**src/rtl/decrypt_mux_fifo.sv**
```systemverilog
// N-channel selector for the decryption datapath: forwards the selected valid/ready
// stream into a show-ahead output FIFO and drains completely before switching channels.
//
// state    | meaning
// ---------+--------------------------------------------------------------
// ST_PASS  | active channel routed; pushes accepted while select matches
// ST_DRAIN | select changed; no pushes, FIFO empties, then new channel loads
module decrypt_mux_fifo #(
  parameter int D_WIDTH = 8,
  parameter int N_CH    = 3,
  parameter int DEPTH   = 4,
  localparam int SEL_W  = $clog2(N_CH)
) (
  input  logic                    clk,
  input  logic                    rst,
  input  logic [SEL_W-1:0]        select_i,
  input  logic [N_CH*D_WIDTH-1:0] data_i,
  input  logic [N_CH-1:0]         valid_i,
  output logic [N_CH-1:0]         ready_o,
  output logic [D_WIDTH-1:0]      data_o,
  output logic                    valid_o,
  input  logic                    ready_i,
  output logic [SEL_W-1:0]        active_sel_o,
  output logic                    busy_o
);

  localparam int PTR_W = $clog2(DEPTH);
  localparam int CNT_W = PTR_W + 1;

  typedef enum logic {ST_PASS, ST_DRAIN} state_t;

  state_t             r_state;
  logic [SEL_W-1:0]   r_active_sel;
  logic [CNT_W-1:0]   r_count;
  logic [PTR_W-1:0]   r_rd_ptr;
  logic [PTR_W-1:0]   r_wr_ptr;
  logic [D_WIDTH-1:0] r_mem [DEPTH];

  logic               w_sel_ok;
  logic               w_accept;
  logic               w_push;
  logic               w_pop;
  logic [D_WIDTH-1:0] w_push_data;

  // An out-of-range active selection simply never grants ready.
  assign w_sel_ok = ({1'b0, r_active_sel} < (SEL_W+1)'(N_CH));
  assign w_accept = (r_state == ST_PASS) && (select_i == r_active_sel) &&
                    (r_count < CNT_W'(DEPTH)) && w_sel_ok && !rst;

  always_comb begin
    ready_o     = '0;
    w_push_data = '0;
    for (int k = 0; k < N_CH; k++) begin
      ready_o[k] = w_accept && (r_active_sel == SEL_W'(k));
      if (ready_o[k]) begin
        w_push_data = data_i[k*D_WIDTH +: D_WIDTH];
      end
    end
  end

  assign w_push       = |(valid_i & ready_o);
  assign valid_o      = (r_count != '0) && !rst;
  assign w_pop        = valid_o && ready_i;
  assign data_o       = valid_o ? r_mem[r_rd_ptr] : '0;
  assign busy_o       = (r_state == ST_DRAIN) && !rst;
  assign active_sel_o = r_active_sel;

  always_ff @(posedge clk) begin
    if (w_push) begin
      r_mem[r_wr_ptr] <= w_push_data;
    end
  end

  always_ff @(posedge clk) begin
    if (rst) begin
      r_state      <= ST_PASS;
      r_active_sel <= '0;
      r_count      <= '0;
      r_rd_ptr     <= '0;
      r_wr_ptr     <= '0;
    end else begin
      if (w_push) begin
        r_wr_ptr <= r_wr_ptr + 1'b1;
      end
      if (w_pop) begin
        r_rd_ptr <= r_rd_ptr + 1'b1;
      end
      case ({w_push, w_pop})
        2'b10:   r_count <= r_count + 1'b1;
        2'b01:   r_count <= r_count - 1'b1;
        default: r_count <= r_count;
      endcase

      case (r_state)
        ST_PASS: begin
          if (select_i != r_active_sel) begin
            r_state <= ST_DRAIN;
          end
        end
        ST_DRAIN: begin
          // Reload only once empty, so words of two ciphers never mix.
          if (r_count == '0) begin
            r_active_sel <= select_i;
            r_state      <= ST_PASS;
          end
        end
        default: r_state <= ST_PASS;
      endcase
    end
  end

endmodule

```
**config.mk**
```make
export PLATFORM = sky130hd
export DESIGN_NAME = decrypt_mux_fifo
export DESIGN_NICKNAME = d
export VERILOG_FILES = /design/src/rtl/decrypt_mux_fifo.sv
export SDC_FILE = /design/constraint.sdc
export NUM_CORES = 1
export LEC_CHECK = 0
export CAP_MARGIN = 40
export CORE_ASPECT_RATIO = 1.4
export CORE_UTILIZATION = 45
export DETAILED_ROUTE_END_ITERATION = 8
export PLACE_DENSITY = 0.87
export SYNTH_ARGS = -nofsm -noshare
export SYNTH_HDL_FRONTEND = slang
export SYNTH_SLANG_ARGS = --single-unit
```
**constraint.sdc**
```tcl
create_clock -name clk -period 2.25 [get_ports clk]
set_input_delay 0.225 -clock clk [delete_from_list [all_inputs] [get_ports clk]]
set_output_delay 0.225 -clock clk [all_outputs]
set_load 0.02 [all_outputs]
```
==> flow_metrics.env, run 1 <==
export IMPL_route_detailed_vias_per_inst=5.07
export IMPL_die_height_um=81.6
export IMPL_timing_critical_path_slowest_stage_cell="sky130_fd_sc_hd__or3b_4"
export IMPL_worst_endpoint_required_ns=2.47
export IMPL_finalPower_mw=1.57
export IMPL_rr_endpoint="r_count[2]$_SDFFE_PP0P_"
export IMPL_path_cells="or3b_4, a211oi_2, or2_1, inv_4, ha_4, inv_4, fa_2, xor2_1, or3_1, a21oi_2"
export IMPL_timing_hold_violations_final=0
export IMPL_setup_slack_ns=0.0251
export IMPL_worstSetupPathDepth=10
export IMPL_timing_reg2reg_setup_slack_ns=0.03
export IMPL_worst_hold_path_type="in -> reg"
export IMPL_wirelength_routed_um=4370
export IMPL_cp_max_fo=2
export IMPL_timing_setup_critical_path_class="reg -> reg"
export IMPL_power_leakage_nw=1.15
export IMPL_crit_path_end_kind="flip-flop"
export IMPL_timing_worst_slew_pin_value_ns=0.375
export IMPL_fmax_mhz=449
export IMPL_number_of_i_o_pins=47
export IMPL_synth_edff_count=32
export IMPL_route_detailed_drc=0
export IMPL_final_setup_viol_count=0
export IMPL_width_of_the_chip_um=58.8
export IMPL_timing_rr_start="active_sel_o[0]$_SDFFE_PP0P_"
export IMPL_coreArea_sq_um=4270
export IMPL_fin_worst_hold_slack_ns=0.384
export IMPL_number_of_global_route_vias_before_repair=1486
export IMPL_gp_congestion=0.772
export IMPL_async_flop_share_pct=0
export IMPL_number_of_different_library_cells_in_the_post_synthesis_netlist=32
export IMPL_syn_area_sq_um=2040
export IMPL_critPathTopFamily="simple AND/OR/NAND/NOR gates"
export IMPL_synth_seq_cells=44
export IMPL_syn_area_per_cell_sq_um=13.2
export IMPL_synth_xor_area_share_pct=1.29
export IMPL_crit_path_end="r_count[2]$_SDFFE_PP0P_"
export IMPL_drtIter0Drc=43
export IMPL_synth_main_ff_cell="sky130_fd_sc_hd__edfxtp_1"
export IMPL_critical_path_startpoint_type="flip-flop"
export IMPL_synth_compound_area_share_pct=6.33
export IMPL_layout_core_utilization_pct=68.0
export IMPL_synthAdderAreaFrac_pct=4.06
export IMPL_place_port_buffers=46
export IMPL_clkSinkCount=44
export IMPL_area_of_the_die_sq_um=4800
export IMPL_dpl_worst_slack_ns=-0.452
export IMPL_antenna_diode_count=0
export IMPL_cts_hold_buf=0
export IMPL_timing_reg2reg_worst_path_depth=10
export IMPL_final_net_count=267
export IMPL_power_per_cell_area_nw_per_um2=540
export IMPL_clk_pin_slew_ns=0.08
export IMPL_portion_of_netlist_area_occupied_by_mux_cells_pct=9.34
export IMPL_synth_seq_area_share_pct=59.0
export IMPL_h_tree_depth=2
export IMPL_grt_resource_usage_total_pct=20.3
export IMPL_yosys_warnings=0
export IMPL_initial_utilization_pct=47.6
export IMPL_final_max_slew_violation_count=0
export IMPL_detailed_place_hpwl_um=3260
export IMPL_crit_path_max_incr_delay_ns=0.40
export IMPL_post_route_min_period_ns=2.22
export IMPL_layout_drive_gt1_share_pct=27.0
export IMPL_first_pass_iters=4
export IMPL_area_growth_pct=42.8
export IMPL_yosys_top_cells_area="sky130_fd_sc_hd__edfxtp_1 47%, sky130_fd_sc_hd__dfxtp_1 12%, sky130_fd_sc_hd__mux4_2 8.9%"
export IMPL_clock_tree_from_tritoncts="yes"
export IMPL_post_synth_top_area_fraction_pct=47.2
export IMPL_overflow=0
export IMPL_top_cell_type_by_total_area_after_synthesis="sky130_fd_sc_hd__edfxtp_1"
export IMPL_floorplan_rows=28
export IMPL_antenna_violating_nets_left=0
export IMPL_grt_antenna_before_repair=0
export IMPL_layout_worst_path_cycle_share_pct=98.9
export IMPL_outcome="finished clean"
export IMPL_grt_max_degree=15
export IMPL_placed_cells_incl_taps=279
export IMPL_vdd_ir_drop_worst_mv=0.294
export IMPL_fillers=327
export IMPL_critical_path_buf_inv_count=2
export IMPL_skew_ns=0.00545
export IMPL_routed_via_count=1470
export IMPL_worstSkewPairLatency_ns=0.29
export IMPL_worst_endpoint_arrival_ns=2.45
export IMPL_synthesis_nets=192
export IMPL_final_cell_count_no_fill=290
export IMPL_path_common_cell="sky130_fd_sc_hd__inv_4"
export IMPL_drv_max_cap_violation_count=0
export IMPL_syn_inst=154
export IMPL_route_detailed_wl_per_inst_um=15.1
export IMPL_root_buf_cell="sky130_fd_sc_hd__clkbuf_8"
export IMPL_wire_length_of_the_first_global_routing_pass_um=6900
export IMPL_timing_critical_path_from="active_sel_o[0]$_SDFFE_PP0P_"
export IMPL_synthSimpleGateAreaFrac_pct=16.6
export IMPL_numCtsBuffers=5
export IMPL_max_clock_path_buffers=2
export IMPL_synth_top_family_by_area="simple AND/OR/NAND/NOR gates"
export IMPL_unrepaired_setup_endpoints_after_global_routing="yes"
export IMPL_max_slew_margin_pct=75.0
## logic make-up (layout without fill, tap and decap cells)
group | Yosys count | after routing
compound gates | 19 | 19
simple gates | 59 | 59
buf+inv | 14 | 90
mux | 9 | 9
fa+ha+maj | 6 | 6
flops | 44 | 44
xor+xnor | 3 | 3
## cell usage after synthesis, types with 2 or more instances
master	count
sky130_fd_sc_hd__a21oi_1	4
sky130_fd_sc_hd__or2_1	3
sky130_fd_sc_hd__xor2_1	2
sky130_fd_sc_hd__edfxtp_1	32
sky130_fd_sc_hd__a22oi_1	8
sky130_fd_sc_hd__o21ai_0	4
sky130_fd_sc_hd__nand2b_1	2
sky130_fd_sc_hd__nor3b_1	2
sky130_fd_sc_hd__nand3_1	3
sky130_fd_sc_hd__or3_1	2
sky130_fd_sc_hd__nor3_4	2
sky130_fd_sc_hd__ha_1	5
sky130_fd_sc_hd__buf_6	2
sky130_fd_sc_hd__inv_1	7
sky130_fd_sc_hd__mux4_2	8
sky130_fd_sc_hd__nor2_1	6
sky130_fd_sc_hd__nand2_1	22
sky130_fd_sc_hd__and2_1	12
sky130_fd_sc_hd__clkbuf_1	4
sky130_fd_sc_hd__dfxtp_1	12
## layer usage
layer | GRT usage, % | routed length [um] | vias to the layer above | part of all wire (%)
li1 | - | - | 708 | -
met4 | 9.76 | 82 | 0 | 1.9
met1 | 20.4 | 1680 | 711 | 38
met5 | 0 | 0 | - | 0
met3 | 4.09 | 214 | 6 | 4.9
met2 | 38.9 | 2400 | 45 | 55
## stage by stage
| step | instance area (sq um) | TNS, ns |
|---|---|---|
| 5_1_grt | 2910 | -0.0496 |
| 3_3_place_gp | 2790 | -4.86 |
| 2_1_floorplan | 2060 | -0.0617 |
| 6_report | 2910 | 0 |
| 3_5_place_dp | 2790 | -6.24 |
| 4_1_cts | 2880 | 0 |
## what timing repair did
item | 4_1_cts | 5_1_grt
pin swaps | 4 | 4
buffers inserted | 1 | 2
setup endpoints to repair | 13 | 2
gates resized for setup | 17 | 5
endpoints found under the hold margin | 0 | 0
## power breakdown
group	switching, mW	total, mW	internal, mW
registers	0.00830	0.887	0.879
clock network	0.248	0.466	0.218
logic	0.0961	0.218	0.122
total	0.352	1.57	1.22
## worst reg2reg max path, stage by stage, from the launching register on
cell and delay, ns:
sky130_fd_sc_hd__dfxtp_4 0.34, sky130_fd_sc_hd__or3b_4 0.40, sky130_fd_sc_hd__a211oi_2 0.25, sky130_fd_sc_hd__or2_1 0.20
sky130_fd_sc_hd__inv_4 0.05, sky130_fd_sc_hd__ha_4 0.17, sky130_fd_sc_hd__inv_4 0.05, sky130_fd_sc_hd__fa_2 0.19
sky130_fd_sc_hd__xor2_1 0.07, sky130_fd_sc_hd__or3_1 0.32, sky130_fd_sc_hd__a21oi_2 0.13
## worst min-delay path by stage
stage	slack (ns)	start	cells past startpoint	end
2_1_floorplan	0.36	select_i[0]	2	active_sel_o[0]$_SDFFE_PP0P_
3_3_place_gp	0.44	r_rd_ptr[1]$_SDFFE_PP0P_	1	flip-flop
3_5_place_dp	0.45	r_rd_ptr[1]$_SDFFE_PP0P_	1	r_rd_ptr[1]$_SDFFE_PP0P_
4_1_cts	0.47	rst	3	r_count[2]$_SDFFE_PP0P_
5_1_grt	0.39	select_i[0]	4	active_sel_o[0]$_SDFFE_PP0P_
6_report	0.38	select_i[0]	4	active_sel_o[0]$_SDFFE_PP0P_
## final cells by class
class                           instances  area (sq um)  area share, %
Timing Repair Buffer                   75           706           24.3
Clock inverter                          1          5.00          0.172
Clock buffer                            7          76.3           2.62
Multi-Input combinational cell         96           807           27.8
Tap cell                               60          75.1           2.58
Sequential cell                        44          1210           41.5
Inverter                                7          31.3           1.08
## layout by cell type (no fill, tap or decap), types with 2 or more instances in the layout
| cell | netlist | routed |
|---|---|---|
| sky130_fd_sc_hd__a21oi_1 | 4 | 3 |
| sky130_fd_sc_hd__a22oi_1 | 8 | 8 |
| sky130_fd_sc_hd__and2_1 | 12 | 12 |
| sky130_fd_sc_hd__buf_12 | 0 | 3 |
| sky130_fd_sc_hd__buf_4 | 0 | 26 |
| sky130_fd_sc_hd__clkbuf_1 | 4 | 2 |
| sky130_fd_sc_hd__clkbuf_8 | 0 | 5 |
| sky130_fd_sc_hd__clkdlybuf4s50_1 | 0 | 32 |
| sky130_fd_sc_hd__dfxtp_1 | 12 | 9 |
| sky130_fd_sc_hd__dfxtp_2 | 0 | 2 |
| sky130_fd_sc_hd__dlygate4sd2_1 | 0 | 12 |
| sky130_fd_sc_hd__dlymetal6s2s_1 | 0 | 2 |
| sky130_fd_sc_hd__edfxtp_1 | 32 | 32 |
| sky130_fd_sc_hd__ha_1 | 5 | 4 |
| sky130_fd_sc_hd__inv_1 | 7 | 5 |
| sky130_fd_sc_hd__inv_4 | 0 | 2 |
| sky130_fd_sc_hd__mux4_2 | 8 | 8 |
| sky130_fd_sc_hd__nand2_1 | 22 | 22 |
| sky130_fd_sc_hd__nand2b_1 | 2 | 2 |
| sky130_fd_sc_hd__nand3_1 | 3 | 3 |
| sky130_fd_sc_hd__nor2_1 | 6 | 5 |
| sky130_fd_sc_hd__nor3_2 | 1 | 2 |
| sky130_fd_sc_hd__nor3_4 | 2 | 2 |
| sky130_fd_sc_hd__o21ai_0 | 4 | 4 |
| sky130_fd_sc_hd__or2_1 | 3 | 2 |
| sky130_fd_sc_hd__xor2_1 | 2 | 2 |
## flip-flops by register name (all words and copies together) (netlist names), named ones only
name	cells
r_wr_ptr	2
r_rd_ptr	2
r_state	1
active_sel_o	2
r_mem	32
r_count	3
No activity file was read; power rests on OpenSTA's default activity.
==> run 2: changes to the inputs <==
CORE_MARGIN = 2   (was unset)
CTS_CLUSTER_DIAMETER = 80   (was unset)
PLACE_DENSITY = 0.76   (was 0.87)
==> flow_metrics.env, run 2 (synthesized netlist as in run 1, its figures left out) <==
export IMPL_finalPower_mw=1.69
export IMPL_place_port_buffers=46
export IMPL_clk_pin_slew_ns=0.08
export IMPL_layout_top_registers="r_mem: 32 flops, r_count: 3 flops"
export IMPL_final_net_count=265
export IMPL_cts_hold_buf=0
export IMPL_clock_tree_from_tritoncts="yes"
export IMPL_antenna_diode_count=0
export IMPL_timing_hold_worst_path_depth=3
export IMPL_m1WireLength_um=1650
export IMPL_first_pass_iters=4
export IMPL_totalNegativeSetupSlack_ns=0
export IMPL_grt_antenna_before_repair=0
export IMPL_total_switching_power_mw=0.362
export IMPL_numCtsBuffers=5
export IMPL_setup_slack_ns=0.0469
export IMPL_timing_hold_violations_final=0
export IMPL_worstSkewPairLatency_ns=0.30
export IMPL_number_of_global_route_vias_before_repair=1627
export IMPL_fmax_mhz=454
export IMPL_grt_max_degree=15
export IMPL_h_tree_depth=2
export IMPL_met3_length_um=361
export IMPL_wirelength_routed_um=4880
export IMPL_power_per_cell_area_nw_per_um2=580
export IMPL_placed_cells_incl_taps=278
export IMPL_routed_via_count=1520
export IMPL_outcome="finished clean"
export IMPL_number_of_i_o_pins=47
export IMPL_cp_max_fo=2
export IMPL_leading_cell_type_in_the_layout_fill_and_taps_excluded="sky130_fd_sc_hd__clkdlybuf4s50_1"
export IMPL_power_share_combinational_pct=13.1
export IMPL_area_sequential_sq_um=1210
export IMPL_min_from="rst"
export IMPL_layout_drive_gt1_share_pct=25.4
export IMPL_grt_resource_usage_total_pct=20.8
export IMPL_max_slew_margin_pct=71.5
export IMPL_layout_core_utilization_pct=68.2
export IMPL_layout_cells_most_common_list="33 x sky130_fd_sc_hd__clkdlybuf4s50_1, 32 x sky130_fd_sc_hd__edfxtp_1, 23 x sky130_fd_sc_hd__buf_4"
export IMPL_worst_endpoint_required_ns=2.48
export IMPL_met2WireLength_um=2790
export IMPL_timing_critical_path_slowest_stage_cell="sky130_fd_sc_hd__clkdlybuf4s50_1"
export IMPL_worst_hold_path_type="in -> reg"
export IMPL_floorplan_rows=28
export IMPL_coreArea_sq_um=4270
export IMPL_largest_register_ffs=32
export IMPL_timing_rr_start="active_sel_o[0]$_SDFFE_PP0P_"
export IMPL_area_growth_pct=43.3
export IMPL_p_sw_share_pct=21.4
export IMPL_dpl_worst_slack_ns=-0.411
export IMPL_drv_max_cap_violation_count=0
export IMPL_clkSinkCount=44
export IMPL_final_setup_viol_count=0
export IMPL_root_buf_cell="sky130_fd_sc_hd__clkbuf_8"
export IMPL_dpl_cell_area_sq_um=2790
export IMPL_path_cells="clkdlybuf4s50_1, or3b_4, a211oi_4, or2_4, inv_4, ha_4, inv_2, fa_2, xor2_1, or3_1, a21oi_1"
export IMPL_fin_worst_hold_slack_ns=0.451
export IMPL_gp_congestion=0.801
export IMPL_registers_top_by_ff_count="r_mem"
export IMPL_layout_worst_path_cycle_share_pct=97.9
export IMPL_route_detailed_vias_per_inst=5.28
export IMPL_final_max_slew_violation_count=0
export IMPL_worst_hold_path_endpoint="r_count[2]$_SDFFE_PP0P_"
export IMPL_footprint_of_the_multi_input_gates_sq_um=801
export IMPL_die_height_um=83.6
export IMPL_width_of_the_chip_um=60.8
export IMPL_drtIter0Drc=47
export IMPL_crit_path_max_incr_delay_ns=0.45
export IMPL_route_detailed_wl_per_inst_um=16.9
export IMPL_seq_power_share_pct=52.4
export IMPL_timing_reg2reg_setup_slack_ns=0.07
export IMPL_final_cell_count_no_fill=288
export IMPL_skew_ns=0.00769
export IMPL_worst_endpoint_arrival_ns=2.43
export IMPL_crit_path_end_kind="flip-flop"
export IMPL_wire_length_of_the_first_global_routing_pass_um=7550
export IMPL_top_signal_layer_used="met4"
export IMPL_timing_setup_critical_path_class="in -> reg"
export IMPL_route_detailed_drc=0
export IMPL_design_area_sq_um=2920
export IMPL_clock_power_share_pct=34.4
export IMPL_antenna_violating_nets_left=0
export IMPL_timing_reg2reg_worst_path_depth=11
export IMPL_critical_path_startpoint_type="primary input"
export IMPL_post_route_min_period_ns=2.20
export IMPL_max_clock_path_buffers=2
export IMPL_area_of_the_die_sq_um=5090
export IMPL_fillers=349
export IMPL_rr_endpoint="r_count[2]$_SDFFE_PP0P_"
export IMPL_overflow=0
export IMPL_unrepaired_setup_endpoints_after_global_routing="no"
export IMPL_detailed_place_hpwl_um=3830
export IMPL_initial_utilization_pct=47.6
export IMPL_power_leakage_nw=1.13
export IMPL_vdd_ir_drop_worst_mv=0.417
export IMPL_timing_worst_slew_pin_value_ns=0.427
export IMPL_intPower_mw=1.33
==> run 2: cell count changes in the layout (fill, tap and decap cells not counted), sizes merged <==
| cell | previous run | this run |
|---|---|---|
| clkbuf | 7 | 6 |
| clkdlybuf4s50 | 32 | 33 |
| bufinv | 0 | 1 |
| dlymetal6s2s | 2 | 0 |
| dlygate4sd2 | 12 | 13 |
| buf | 29 | 27 |
==> run 2: timing repair <==
action                                  CTS  global route
gates resized for setup                  15             3
setup buffers                             1             1
pin swaps                                 6             2
endpoints found under the setup margin   13             2
==> run 2: how the worst max path moves through the flow <==
stage                                 start  slack (ns)                 endpoint
4_1_cts             r_count[2]$_SDFFE_PP0P_        0.01  r_count[2]$_SDFFE_PP0P_
3_5_place_dp                     valid_i[0]       -0.41  r_count[2]$_SDFFE_PP0P_
6_report                         valid_i[0]        0.05  r_count[2]$_SDFFE_PP0P_
2_1_floorplan       r_count[2]$_SDFFE_PP0P_       -0.05  r_count[2]$_SDFFE_PP0P_
5_1_grt        active_sel_o[0]$_SDFFE_PP0P_       0.001  r_count[2]$_SDFFE_PP0P_
3_3_place_gp                            rst       -0.28  r_count[2]$_SDFFE_PP0P_
==> run 2: cell type report <==
cell class	count	share of cell area (%)
clock buffer	6	2.49
clock inverter	2	1.20
inverter	7	0.987
multi-input combinational	96	27.5
sequential	44	41.4
tap	60	2.57
timing repair buffer	73	23.9
==> run 2: layer usage <==
metal  GRT usage (%)  up-vias
met1            20.0      744
met2            39.9       65
met3            4.81        7
met5               0        -
met4            7.51        0
li1                -      704
==> run 2: power groups by stage <==
stage	Combinational (mW)	Clock (mW)	Sequential, mW
after global routing	0.238	0.626	0.889
after CTS	0.218	0.597	0.887
after detailed placement	0.217	0	0.906
after global placement	0.206	0	0.905
final	0.222	0.583	0.888
after floorplan	0.0914	0	0.909
==> run 2: critical path: cells and delay by family <==
family | cells | cell delay [ns]
simple gates | 3 | 0.86
fa+ha+maj | 2 | 0.33
buf+inv | 3 | 0.53
compound gates | 2 | 0.38
xor+xnor | 1 | 0.07
